File: src/rtl/mem_arbiter.sv
// ---------------------------------------------------------------------------
// mem_arbiter
//   Shares one byte-wide RAM port between instruction fetch (IF) and the
//   load/store stage (MEM). Every 1/2/4-byte access is broken into byte
//   cycles. Read bytes are assembled into a little-endian word and write
//   words are split into bytes. A MEM request wins over an IF request in
//   IDLE. A started access is never preempted.
//
// Optional feature (compile-time macro):
//   MEM_ARBITER_FLUSH_ABORT_EN
//     Defined:   if_flush during a fetch returns to IDLE at the next edge.
//     Undefined: the flushed fetch runs to completion on the RAM and only
//                its if_done pulse is suppressed.
//
// Ports:
//   clk, rst         clock (rising edge), asynchronous active-high reset
//   rdy              0 freezes all state and forces mem_wr low
//   if_req/if_addr   fetch request (always 4 bytes), held until if_done
//   if_flush         branch redirect, kills the in-flight fetch
//   if_done/if_inst  1-cycle completion pulse and fetched word
//   mem_req/mem_we/mem_len/mem_signed/mem_addr/mem_wdata
//                    load/store request, held until mem_done
//   mem_done/mem_rdata 1-cycle completion pulse and extended load data
//   mem_a/mem_dout/mem_wr  RAM address, write byte, write strobe
//   mem_din          RAM read byte, valid the cycle after its address
// ---------------------------------------------------------------------------
module mem_arbiter #(
    parameter int ADDR_W = 32,
    parameter int DATA_W = 32
) (
    input  logic              clk,
    input  logic              rst,
    input  logic              rdy,
    input  logic              if_req,
    input  logic [ADDR_W-1:0] if_addr,
    input  logic              if_flush,
    output logic              if_done,
    output logic [DATA_W-1:0] if_inst,
    input  logic              mem_req,
    input  logic              mem_we,
    input  logic [1:0]        mem_len,
    input  logic              mem_signed,
    input  logic [ADDR_W-1:0] mem_addr,
    input  logic [DATA_W-1:0] mem_wdata,
    output logic              mem_done,
    output logic [DATA_W-1:0] mem_rdata,
    output logic [ADDR_W-1:0] mem_a,
    output logic [7:0]        mem_dout,
    output logic              mem_wr,
    input  logic [7:0]        mem_din
);

    typedef enum logic [1:0] {
        S_IDLE,
        S_IF_RD,
        S_MEM_RD,
        S_MEM_WR
    } state_t;

    state_t            r_state;
    state_t            w_next;

    logic [2:0]        r_cnt;
    logic [2:0]        r_n;
    logic [ADDR_W-1:0] r_base;
    logic [DATA_W-1:0] r_wdata;
    logic [DATA_W-1:0] r_buf;
    logic [DATA_W-1:0] r_if_inst;
    logic [DATA_W-1:0] r_mem_rdata;
    logic              r_signed;
    logic              r_kill;
    logic              r_if_done;
    logic              r_mem_done;

    logic [2:0]        w_req_n;
    logic              w_grant_mem;
    logic              w_grant_if;
    logic              w_last_rd;
    logic              w_last_wr;
    logic              w_capture;
    logic [2:0]        w_off;
    logic [1:0]        w_bidx;
    logic [DATA_W-1:0] w_word;

    function automatic logic [DATA_W-1:0] extend(input logic [DATA_W-1:0] w,
                                                 input logic [2:0]        n,
                                                 input logic              s);
        case (n)
            3'd1:    extend = {{(DATA_W-8){s & w[7]}}, w[7:0]};
            3'd2:    extend = {{(DATA_W-16){s & w[15]}}, w[15:0]};
            default: extend = w;
        endcase
    endfunction

    always_comb begin
        case (mem_len)
            2'b00:   w_req_n = 3'd1;
            2'b01:   w_req_n = 3'd2;
            default: w_req_n = 3'd4;
        endcase
    end

    // A requester whose done is showing this cycle is still holding req;
    // masking it here prevents a duplicate grant.
    assign w_grant_mem = mem_req && !r_mem_done;
    assign w_grant_if  = !w_grant_mem && if_req && !r_if_done && !if_flush;
    assign w_last_rd   = (r_cnt == r_n);
    assign w_last_wr   = (r_cnt == (r_n - 3'd1));

    // ---------------- state register ----------------
    always_ff @(posedge clk or posedge rst) begin
        if (rst) begin
            r_state <= S_IDLE;
        end else begin
            r_state <= w_next;
        end
    end

    // ---------------- next-state logic ----------------
    always_comb begin
        w_next = r_state;
        if (rdy) begin
            unique case (r_state)
                S_IDLE: begin
                    if (w_grant_mem) begin
                        w_next = mem_we ? S_MEM_WR : S_MEM_RD;
                    end else if (w_grant_if) begin
                        w_next = S_IF_RD;
                    end
                end
                S_IF_RD: begin
`ifdef MEM_ARBITER_FLUSH_ABORT_EN
                    if (if_flush || w_last_rd) begin
                        w_next = S_IDLE;
                    end
`else
                    if (w_last_rd) begin
                        w_next = S_IDLE;
                    end
`endif
                end
                S_MEM_RD: begin
                    if (w_last_rd) begin
                        w_next = S_IDLE;
                    end
                end
                S_MEM_WR: begin
                    if (w_last_wr) begin
                        w_next = S_IDLE;
                    end
                end
            endcase
        end
    end

    // ---------------- RAM-side outputs ----------------
    always_comb begin
        mem_a     = '0;
        mem_dout  = '0;
        mem_wr    = 1'b0;
        w_capture = 1'b0;
        w_off     = '0;
        unique case (r_state)
            S_IF_RD, S_MEM_RD: begin
                // While frozen (and in the final capture cycle) keep the
                // address of the byte in flight on the bus, so mem_din still
                // holds that byte when the capture finally happens.
                if ((!rdy || w_last_rd) && (r_cnt != 3'd0)) begin
                    w_off = r_cnt - 3'd1;
                end else begin
                    w_off = r_cnt;
                end
                mem_a     = r_base + ADDR_W'(w_off);
                w_capture = rdy && (r_cnt != 3'd0);
            end
            S_MEM_WR: begin
                w_off    = r_cnt;
                mem_a    = r_base + ADDR_W'(w_off);
                mem_dout = r_wdata[{r_cnt[1:0], 3'b000} +: 8];
                mem_wr   = rdy;
            end
            default: begin
            end
        endcase
    end

    // Word with the byte arriving this cycle merged in.
    always_comb begin
        w_bidx = 2'(r_cnt - 3'd1);
        w_word = r_buf;
        if (w_capture) begin
            w_word[{w_bidx, 3'b000} +: 8] = mem_din;
        end
    end

    // ---------------- datapath registers ----------------
    always_ff @(posedge clk or posedge rst) begin
        if (rst) begin
            r_cnt       <= '0;
            r_n         <= '0;
            r_base      <= '0;
            r_wdata     <= '0;
            r_buf       <= '0;
            r_if_inst   <= '0;
            r_mem_rdata <= '0;
            r_signed    <= 1'b0;
            r_kill      <= 1'b0;
            r_if_done   <= 1'b0;
            r_mem_done  <= 1'b0;
        end else if (rdy) begin
            r_if_done  <= 1'b0;
            r_mem_done <= 1'b0;

            if ((r_state == S_IDLE) || (w_next == S_IDLE)) begin
                r_cnt <= '0;
            end else begin
                r_cnt <= r_cnt + 3'd1;
            end

            if (w_capture) begin
                r_buf <= w_word;
            end

            if (r_state == S_IDLE) begin
                if (w_grant_mem) begin
                    r_base   <= mem_addr;
                    r_n      <= w_req_n;
                    r_signed <= mem_signed;
                    r_wdata  <= mem_wdata;
                end else if (w_grant_if) begin
                    r_base <= if_addr;
                    r_n    <= 3'd4;
                    r_kill <= 1'b0;
                end
            end

            if (r_state == S_IF_RD) begin
                if (if_flush) begin
                    r_kill <= 1'b1;
                end
                if (w_last_rd && !r_kill && !if_flush) begin
                    r_if_done <= 1'b1;
                    r_if_inst <= w_word;
                end
            end

            if ((r_state == S_MEM_RD) && w_last_rd) begin
                r_mem_done  <= 1'b1;
                r_mem_rdata <= extend(w_word, r_n, r_signed);
            end

            if ((r_state == S_MEM_WR) && w_last_wr) begin
                r_mem_done <= 1'b1;
            end
        end
    end

    assign if_done   = r_if_done;
    assign if_inst   = r_if_inst;
    assign mem_done  = r_mem_done;
    assign mem_rdata = r_mem_rdata;

endmodule

File: config.mk
export PLATFORM = sky130hd
export DESIGN_NAME = mem_arbiter
export DESIGN_NICKNAME = d
export VERILOG_FILES = /design/src/rtl/mem_arbiter.sv
export SDC_FILE = /design/constraint.sdc
export NUM_CORES = 1
export LEC_CHECK = 0
export BUFFER_PORTS_ARGS = -buffer_cell sky130_fd_sc_hd__buf_2
export CAP_MARGIN = 10
export CORE_ASPECT_RATIO = 0.8
export CORE_MARGIN = 5
export CORE_UTILIZATION = 45
export CTS_CLUSTER_DIAMETER = 30
export DETAILED_ROUTE_END_ITERATION = 16
export PLACE_DENSITY = 0.8
export SETUP_SLACK_MARGIN = 0.4
export SYNTH_ARGS = -nofsm -noshare
export SYNTH_HDL_FRONTEND = slang
export SYNTH_SLANG_ARGS = --single-unit
File: constraint.sdc
create_clock -name clk -period 13.1 [get_ports clk]
set_input_delay 1.31 -clock clk [delete_from_list [all_inputs] [get_ports clk]]
set_output_delay 1.31 -clock clk [all_outputs]
set_load 0.02 [all_outputs]
==> summary.md, run 1 <==
| Metric | Value |
|---|---|
| Outcome | `finished, final reports clean` |
| CP Data Required Time | `11.79 ns` |
| Post-Syn Instances | `about 800` |
| Worst Path Class, Setup | `register to primary output` |
| TritonCTS clock tree | `yes` |
| Synth-to-Final Area Change | `21.7%` |
| Most numerous cell in the Yosys netlist | `dfrtp_1` |
| Maximum clock rate | `roughly 170 MHz` |
| Slew margin rel. | `0.182` |
| Ys flop type | `dfrtp_1` |
| Number of buffers added on ports | `220` |
| Worst-path clk slew | `around 0.07 ns` |
| Post-CTS setup buffer count | `0` |
| Worst skew pair latency | `around 0.43 ns` |
| Share of synthesized registers carrying an async set or reset | `1.00` |
| Post-Syn Area | `around 8500 um2` |
| CTS Buffer Depth | `2` |
| Pre-antenna DRT Iters | `5` |
| WP data arrival | `roughly 4.5 ns` |
| Peak supply drop | `104 uV` |
| Largest net degree at the start of global routing | `90` |
| Mapped Nets | `approximately 940` |
| Crit end category | `primary output` |
| Setup Skew | `about 0.011 ns` |
| Register area | `4300 um2` |
| Tightest Pin Transition | `~1.2 ns` |
| Die area | `21800 um2` |
| Synth Register Bits | `172` |
| Post-CTS sizing | `0` |
| Crit path from | `r_cnt[0]` |
| Synth unique cells | `57` |
| Hold WC Path Type | `register to register` |
| Vias per inst | `slightly above 5` |
| WL final | `between 20000 and 25000 um` |
| GRT overflow | `0` |
| Post-synth EDFFs | `0` |
| Worst-path fanout max | `19` |
| Mapped Avg Cell Area | `about 11 um2` |
| Final worst path period need | `around 5.8 ns` |
| RSZ-0062 raised after global routing | `no` |
| Area contributors post-synth | `dfrtp_1, mux2i_1, mux2_2` |
| Layout cell share with drive strength beyond 1 | `0.314` |
| Hold Vio Cnt, Final | `0` |
| R2r startpoint | `r_cnt[0]` |
| Lkg Pwr | `5.43 nW` |
| Slew Viols, Final | `0` |
| Filler instances | `about 1700` |
| DRC | `0` |
| Die Span Y | `between 100 and 150 um` |
| Power per Cell Area | `214 nW/um2` |
| Cell Area, Placed | `slightly below 10000 um2` |
| Final worst-path cycle share | `0.441` |
| Root Driver | `clkbuf_16` |
| Syn. warnings | `0` |
| Worst hold start | `if_inst[11]` |
| Placer Congestion | `~0.83` |
| Vias in the first global route | `~6500` |
| Post-synth top cells | `dfrtp_1, nand2_1, o21ai_0, nor2_1, mux2i_1` |
| Iter 0 DRT Violations | `380` |
| Number of buffers created by CTS | `17` |
| Max-cap viol count | `0` |
| Seq/Total Area, Yosys | `0.505` |
| Initial Util | `0.453` |
| # clock sinks | `around 170` |
| Cts hold-fix bufs | `0` |
| First-pass GRT wire length | `~34000 um` |
| ANT nets after route | `0` |
| Row cnt | `between 40 and 50` |
| Die W | `about 160 um` |
| # setup viols final | `0` |
| Yosys top cell area share | `0.505` |
| Yosys top cell by area | `dfrtp_1` |
| Core area | `18800 um2` |
| Worst setup SP type | `register` |
| Setup TNS | `0 ns` |
| Drt wl/cell | `around 17 um` |
| H-tree levels | `4` |
| Number of I/O pins | `~220` |
| DP Wirelength | `about 16000 um` |
| GRT Total Usage | `0.197` |
| Initial antenna violation count | `2` |
| DR vias | `~6500` |
| Multi-input gate area | `~3900 um2` |
| Design area | `10400 um2` |
| Fin nets | `approximately 1100` |
sequential cells by signal, summed over array words and instances (netlist names):
register / count
r_n: 3
if_done: 1
r_kill: 1
r_base: 32
mem_done: 1
if_inst: 32
r_signed: 1
r_buf: 32
r_wdata: 32
mem_rdata: 32
r_state: 2
r_cnt: 3
worst paths after layout:
kind / depth (start not counted) / slack, ns / endpoint
min in group asynchronous: 2 / 1.02 / r_base[26]
worst max register to register: 7 / 9.59 / mem_rdata[30]
worst min register to register: 2 / 0.48 / if_inst[11]
max in group asynchronous: 3 / 10.56 / mem_rdata[29]
worst min-delay path: 2 / 0.48 / if_inst[11]
worst max-delay path: 12 / 7.32 / mem_a[31]
report_power, final:
| group | leakage [nW] | switching (mW) | internal [mW] |
|---|---|---|---|
| clock network | 0.258 | 0.230 | 0.255 |
| logic | 2.94 | 0.508 | 0.376 |
| registers | 2.23 | 0.149 | 0.701 |
cells by family (layout without fill, tap and decap cells):
group,count (synthesis),in the layout,share of synthesized area
buf+inv,87,301,0.0421
flops,172,172,0.505
compound gates,133,133,0.0985
mux,104,104,0.141
other cells,0,1,0
xor+xnor,34,34,0.0367
fa+ha+maj,19,19,0.0288
simple gates,254,254,0.148
metal layers:
| metal | vias up | global-route usage | share of wire |
|---|---|---|---|
| li1 | 3180 | - | - |
| met1 | 3177 | 0.286 | 0.47 |
| met5 | - | 0 | 0.00033 |
| met3 | 15 | 0.0507 | 0.057 |
| met4 | 2 | 0.0424 | 0.0068 |
| met2 | 175 | 0.300 | 0.47 |
per-stage QoR:
stage	power (mW)	cells	setup WS (ns)	hold slack, ns	util
floorplan	1.47	803	7.13	0.445	-
global placement	1.72	1243	7.82	0.458	0.521
detailed placement	1.75	1243	7.73	0.469	0.521
CTS	2.24	1275	7.26	0.484	0.552
global route	2.36	1276	6.94	0.511	0.552
finish	2.22	1276	7.32	0.477	0.552
cells in the final DEF (no fill, tap or decap), drive strengths merged, types with 2 or more instances in the layout:
master	count
buf	225
dfrtp	172
nand2	88
o21ai	74
nor2	62
inv	50
mux2i	49
mux2	47
xnor2	26
o22a	24
and3	21
and2	19
ha	18
clkbuf	18
a21oi	17
nand3	14
nor3	13
mux4	8
nand4	8
xor2	7
clkinvlp	7
nor4	6
and4	6
or3	5
nor3b	3
o211ai	3
nor2b	3
nand2b	2
o22ai	2
o221ai	2
a21o	2
or2	2
cell type report:
type,count,share of cell area
repair buffers,225,0.110
well taps,258,0.0311
clock inverters,14,0.0127
clock buffers,18,0.0423
inverters,44,0.0164
diodes,1,0.000241
multi-input cells,544,0.373
flip-flops and latches,172,0.415
critical path, stage by stage, from the launching register on:
cell      delay (ns)
dfrtp_1         0.96
inv_1           0.26
ha_1            0.32
a221o_1         0.41
nor2_1          0.13
xnor2_1         0.08
ha_1            0.34
o211ai_1        0.12
or2_1           0.38
or3_4           0.39
or3_1           0.34
a21oi_1         0.14
buf_2           0.18
Power figures use the tool's default switching activity.
==> inputs of run 2 (changes only) <==
ABC_AREA = 1   (was unset)
PLACE_DENSITY = 0.79   (was 0.8)
clock period = 6 ns   (was 13.1 ns; I/O delays follow)
==> run 2 against run 1 <==
Power rose to 2.6 times the previous value; critical path depth is 8 higher; die area up 3.8%; global-route usage increased by 2.1 points; clock power increased by 130%; cell count increased by 24%; synthesized area rose by 4.1%; combinational power increased to 3.1 times the previous value; sequential power rose by 130%; sequential share of layout area is 1.2 points lower; synthesized cell count is 38% higher; via count increased by 25%.
==> summary.md, run 2 <==
| Metric | Value |
|---|---|
| N_diodes | `0 (was 1)` |
| DRC | `0 (unchanged)` |
| Post-Syn Instances | `1111 (was 803)` |
| Fin nets | `1439 (was 1137)` |
| Yosys top cell area share | `0.485 (was 0.505)` |
| Lkg Pwr | `5.69 nW (was 5.43 nW)` |
| Initial Util | `0.452 (was 0.453)` |
| Final worst-path cycle share | `0.759` |
| Die area | `22600 um2 (was 21800 um2)` |
| Mapped Avg Cell Area | `7.99 um2 (was 10.6 um2)` |
| Slew Viols, Final | `0 (unchanged)` |
| Worst skew pair latency | `0.43 ns (about the same)` |
| Critical Path Slowest Stage Cell | `fa_1 (was dfrtp_1)` |
| WL final | `24900 um (was 21300 um)` |
| First-pass GRT wire length | `40000 um (was 34100 um)` |
| H-tree levels | `4 (unchanged)` |
| Ys flop type | `dfrtp_1 (unchanged)` |
| Cells along the critical path | `buf_4 > inv_4 > ha_1 > nand2_4 > nand3_1 > xor2_1 > ha_1 > fa_1 > a21oi_1 > nor2_1 > nand2_1 > nor2_2 > nand2_1 > inv_2 > nand3b_1 > nor2_1 > nand3_1 > nand2_1 > nor2_1 > buf_2 (was inv_1 > ha_1 > a221o_1 > nor2_1 > xnor2_1 > ha_1 > o211ai_1 > or2_1 > or3_4 > or3_1 > a21oi_1 > buf_2)` |
| Seq/Total Area, Yosys | `0.485 (was 0.505)` |
| Yosys top cell by area | `dfrtp_1 (unchanged)` |
| Delay-heaviest family, CP | `simple AND/OR/NAND/NOR gates (unchanged)` |
| Bufs and invs on worst path | `4 (was 2)` |
| Worst-path clk slew | `0.07 ns (about the same)` |
| Mapped Nets | `1244 (was 936)` |
| Post-synth EDFFs | `0 (unchanged)` |
| Outcome | `finished, final reports clean (unchanged)` |
| DR vias | `8193 (was 6549)` |
| CTS Buffer Depth | `2 (unchanged)` |
| Hold Vio Cnt, Final | `0 (unchanged)` |
| Post-CTS sizing | `0 (unchanged)` |
| WHS | `0.100 ns (was 0.477 ns)` |
| TritonCTS clock tree | `yes (unchanged)` |
| Worst setup SP type | `register (unchanged)` |
| RSZ-0062 raised after global routing | `no (unchanged)` |
| Share of synthesized registers carrying an async set or reset | `1.00 (unchanged)` |
| Maximum clock rate | `roughly 220 MHz` |
| Die Span Y | `136 um (was 133 um)` |
| Number of I/O pins | `221 (unchanged)` |
| Synth-to-Final Area Change | `20.4% (was 21.7%)` |
| Peak supply drop | `230 uV (was 104 uV)` |
| Vias per inst | `5.18 (was 5.13)` |
| Post-synth top cells | `nand2_1, dfrtp_1, nor2_1, inv_1, o21ai_0 (was dfrtp_1, nand2_1, o21ai_0, nor2_1, mux2i_1)` |
| # clock sinks | `172 (unchanged)` |
| Cts hold-fix bufs | `0 (unchanged)` |
| Tightest Pin Transition | `1.07 ns (was 1.22 ns)` |
| Root Driver | `clkbuf_16 (unchanged)` |
| Worst-path fanout max | `39 (was 19)` |
| GRT overflow | `0 (unchanged)` |
| Setup TNS | `0 ns (unchanged)` |
| Number of buffers added on ports | `220 (unchanged)` |
| Synth Register Bits | `172 (unchanged)` |
| Post-CTS setup buffer count | `0 (unchanged)` |
| CP Data Required Time | `5.40 ns (was 11.79 ns)` |
| Slew margin rel. | `0.286 (was 0.182)` |
| Area contributors post-synth | `dfrtp_1, nand2_1, nor2_1 (was dfrtp_1, mux2i_1, mux2_2)` |
| Die W | `167 um (was 164 um)` |
| Most frequent cells in the layout | `nand2_1, buf_2, dfrtp_1 (was buf_2, dfrtp_1, nand2_1)` |
| Power per Cell Area | `543 nW/um2 (was 214 nW/um2)` |
| Iter 0 DRT Violations | `675 (was 380)` |
| Slowest cell delay on critical path | `0.41 ns (was 0.96 ns)` |
| Post-Syn Area | `8870 um2 (was 8530 um2)` |
| ANT nets after route | `0 (unchanged)` |
| Pre-antenna DRT Iters | `5 (unchanged)` |
| Placer Congestion | `0.871 (was 0.834)` |
| GRT Total Usage | `0.218 (was 0.197)` |
| Largest net degree at the start of global routing | `86 (was 90)` |
| WP data arrival | `3.96 ns (was 4.47 ns)` |
| Layout cell share with drive strength beyond 1 | `0.230 (was 0.314)` |
| Number of buffers created by CTS | `17 (unchanged)` |
| Final core utilization | `0.544 (was 0.552)` |
| Max-cap viol count | `0 (unchanged)` |
| Core area | `19600 um2 (was 18800 um2)` |
| Crit end category | `primary output (unchanged)` |
| Hold WC Path Type | `primary input to async pin (was register to register)` |
| Final worst path period need | `approximately 4.6 ns` |
| Worst Path Class, Setup | `register to primary output (unchanged)` |
| Vias in the first global route | `7779 (was 6484)` |
| Row cnt | `46 (was 45)` |
| DP Wirelength | `18000 um (was 15700 um)` |
| Syn. warnings | `0 (unchanged)` |
| Commonest non-fill, non-tap cell in the layout | `nand2_1 (was buf_2)` |
| Drt wl/cell | `15.7 um (was 16.7 um)` |
| Most numerous cell in the Yosys netlist | `nand2_1 (was dfrtp_1)` |
| Synth unique cells | `46 (was 57)` |
| Worst R2R Setup Slack | `2.73 ns (was 9.59 ns)` |
| Setup Skew | `0.0104 ns (was 0.0109 ns)` |
| # setup viols final | `0 (unchanged)` |
| Initial antenna violation count | `1 (was 2)` |
[run 2: cell count changes after synthesis, moves of 14 or more]
cell and change:
mux2i_1 -48, nand2_1 +253, inv_1 +38, nand3_1 +18, and3_1 -19, o21a_1 +25, and2_1 -19, o21ai_1 +14
xnor2_1 -25, a21oi_1 +14, nor2_1 +57, mux2_2 -40, a31oi_1 +33
[run 2: kinds of logic after synthesis]
kind of cell	after synthesis	synth area share
buf+inv	148	0.0722
fa+ha+maj	19	0.0276
simple gates	555	0.266
flops	172	0.485
xor+xnor	9	0.00888
compound gates	208	0.140
[run 2: area by class of cell]
class / count / area (um2)
tap: 264 / 330
sequential: 172 / 4300
clock buffer: 17 / 425
timing repair buffer: 225 / 1140
clock inverter: 15 / 174
multi-input combinational: 791 / 3930
fill: 1855 / 8940
inverter: 99 / 387
[run 2: path summary, 6_finish.rpt]
kind                          endpoint  cells past startpoint          start
setup / recovery             mem_a[30]                     20       r_cnt[0]
hold / removal             if_inst[10]                      2            rst
setup reg to reg                r_n[0]                      6     r_state[1]
hold reg to reg            r_wdata[26]                      2    r_wdata[26]
max in group asynchronous     r_signed                      3            rst
min in group clk           r_wdata[26]                      3  mem_wdata[26]
[run 2: stage by stage]
| step | std cells | area, um2 | power, mW | setup WS, ns |
|---|---|---|---|---|
| after floorplan | 1111 | 8870 | 3.85 | 0.740 |
| after global placement | 1551 | 10100 | 4.62 | 2.07 |
| after detailed placement | 1551 | 10100 | 4.70 | 1.99 |
| after CTS | 1583 | 10700 | 5.82 | 1.48 |
| after global routing | 1583 | 10700 | 6.25 | 0.985 |
| final | 1583 | 10700 | 5.80 | 1.44 |
[run 2: power breakdown]
group | switching (mW) | internal [mW]
registers | 0.325 | 1.60
logic | 1.85 | 0.920
clock network | 0.540 | 0.561
[run 2: layer usage]
layer  global-route usage  part of all wire  wire [um]
met1                0.311              0.46      11400
met3               0.0467             0.075       1860
met4               0.0682             0.022        557
met5                    0           0.00028          7
met2                0.337              0.44      11100
[run 2: worst reg2reg max path: cells and delay by family (launching register included)]
family                   cells  cell delay (ns)
AO/OA/AOI/OAI                1             0.60
flip-flops                   1             0.40
buffers and inverters        2             1.21
AND/OR/NAND/NOR              2             0.72
adder cells (fa/ha/maj)      1             0.21
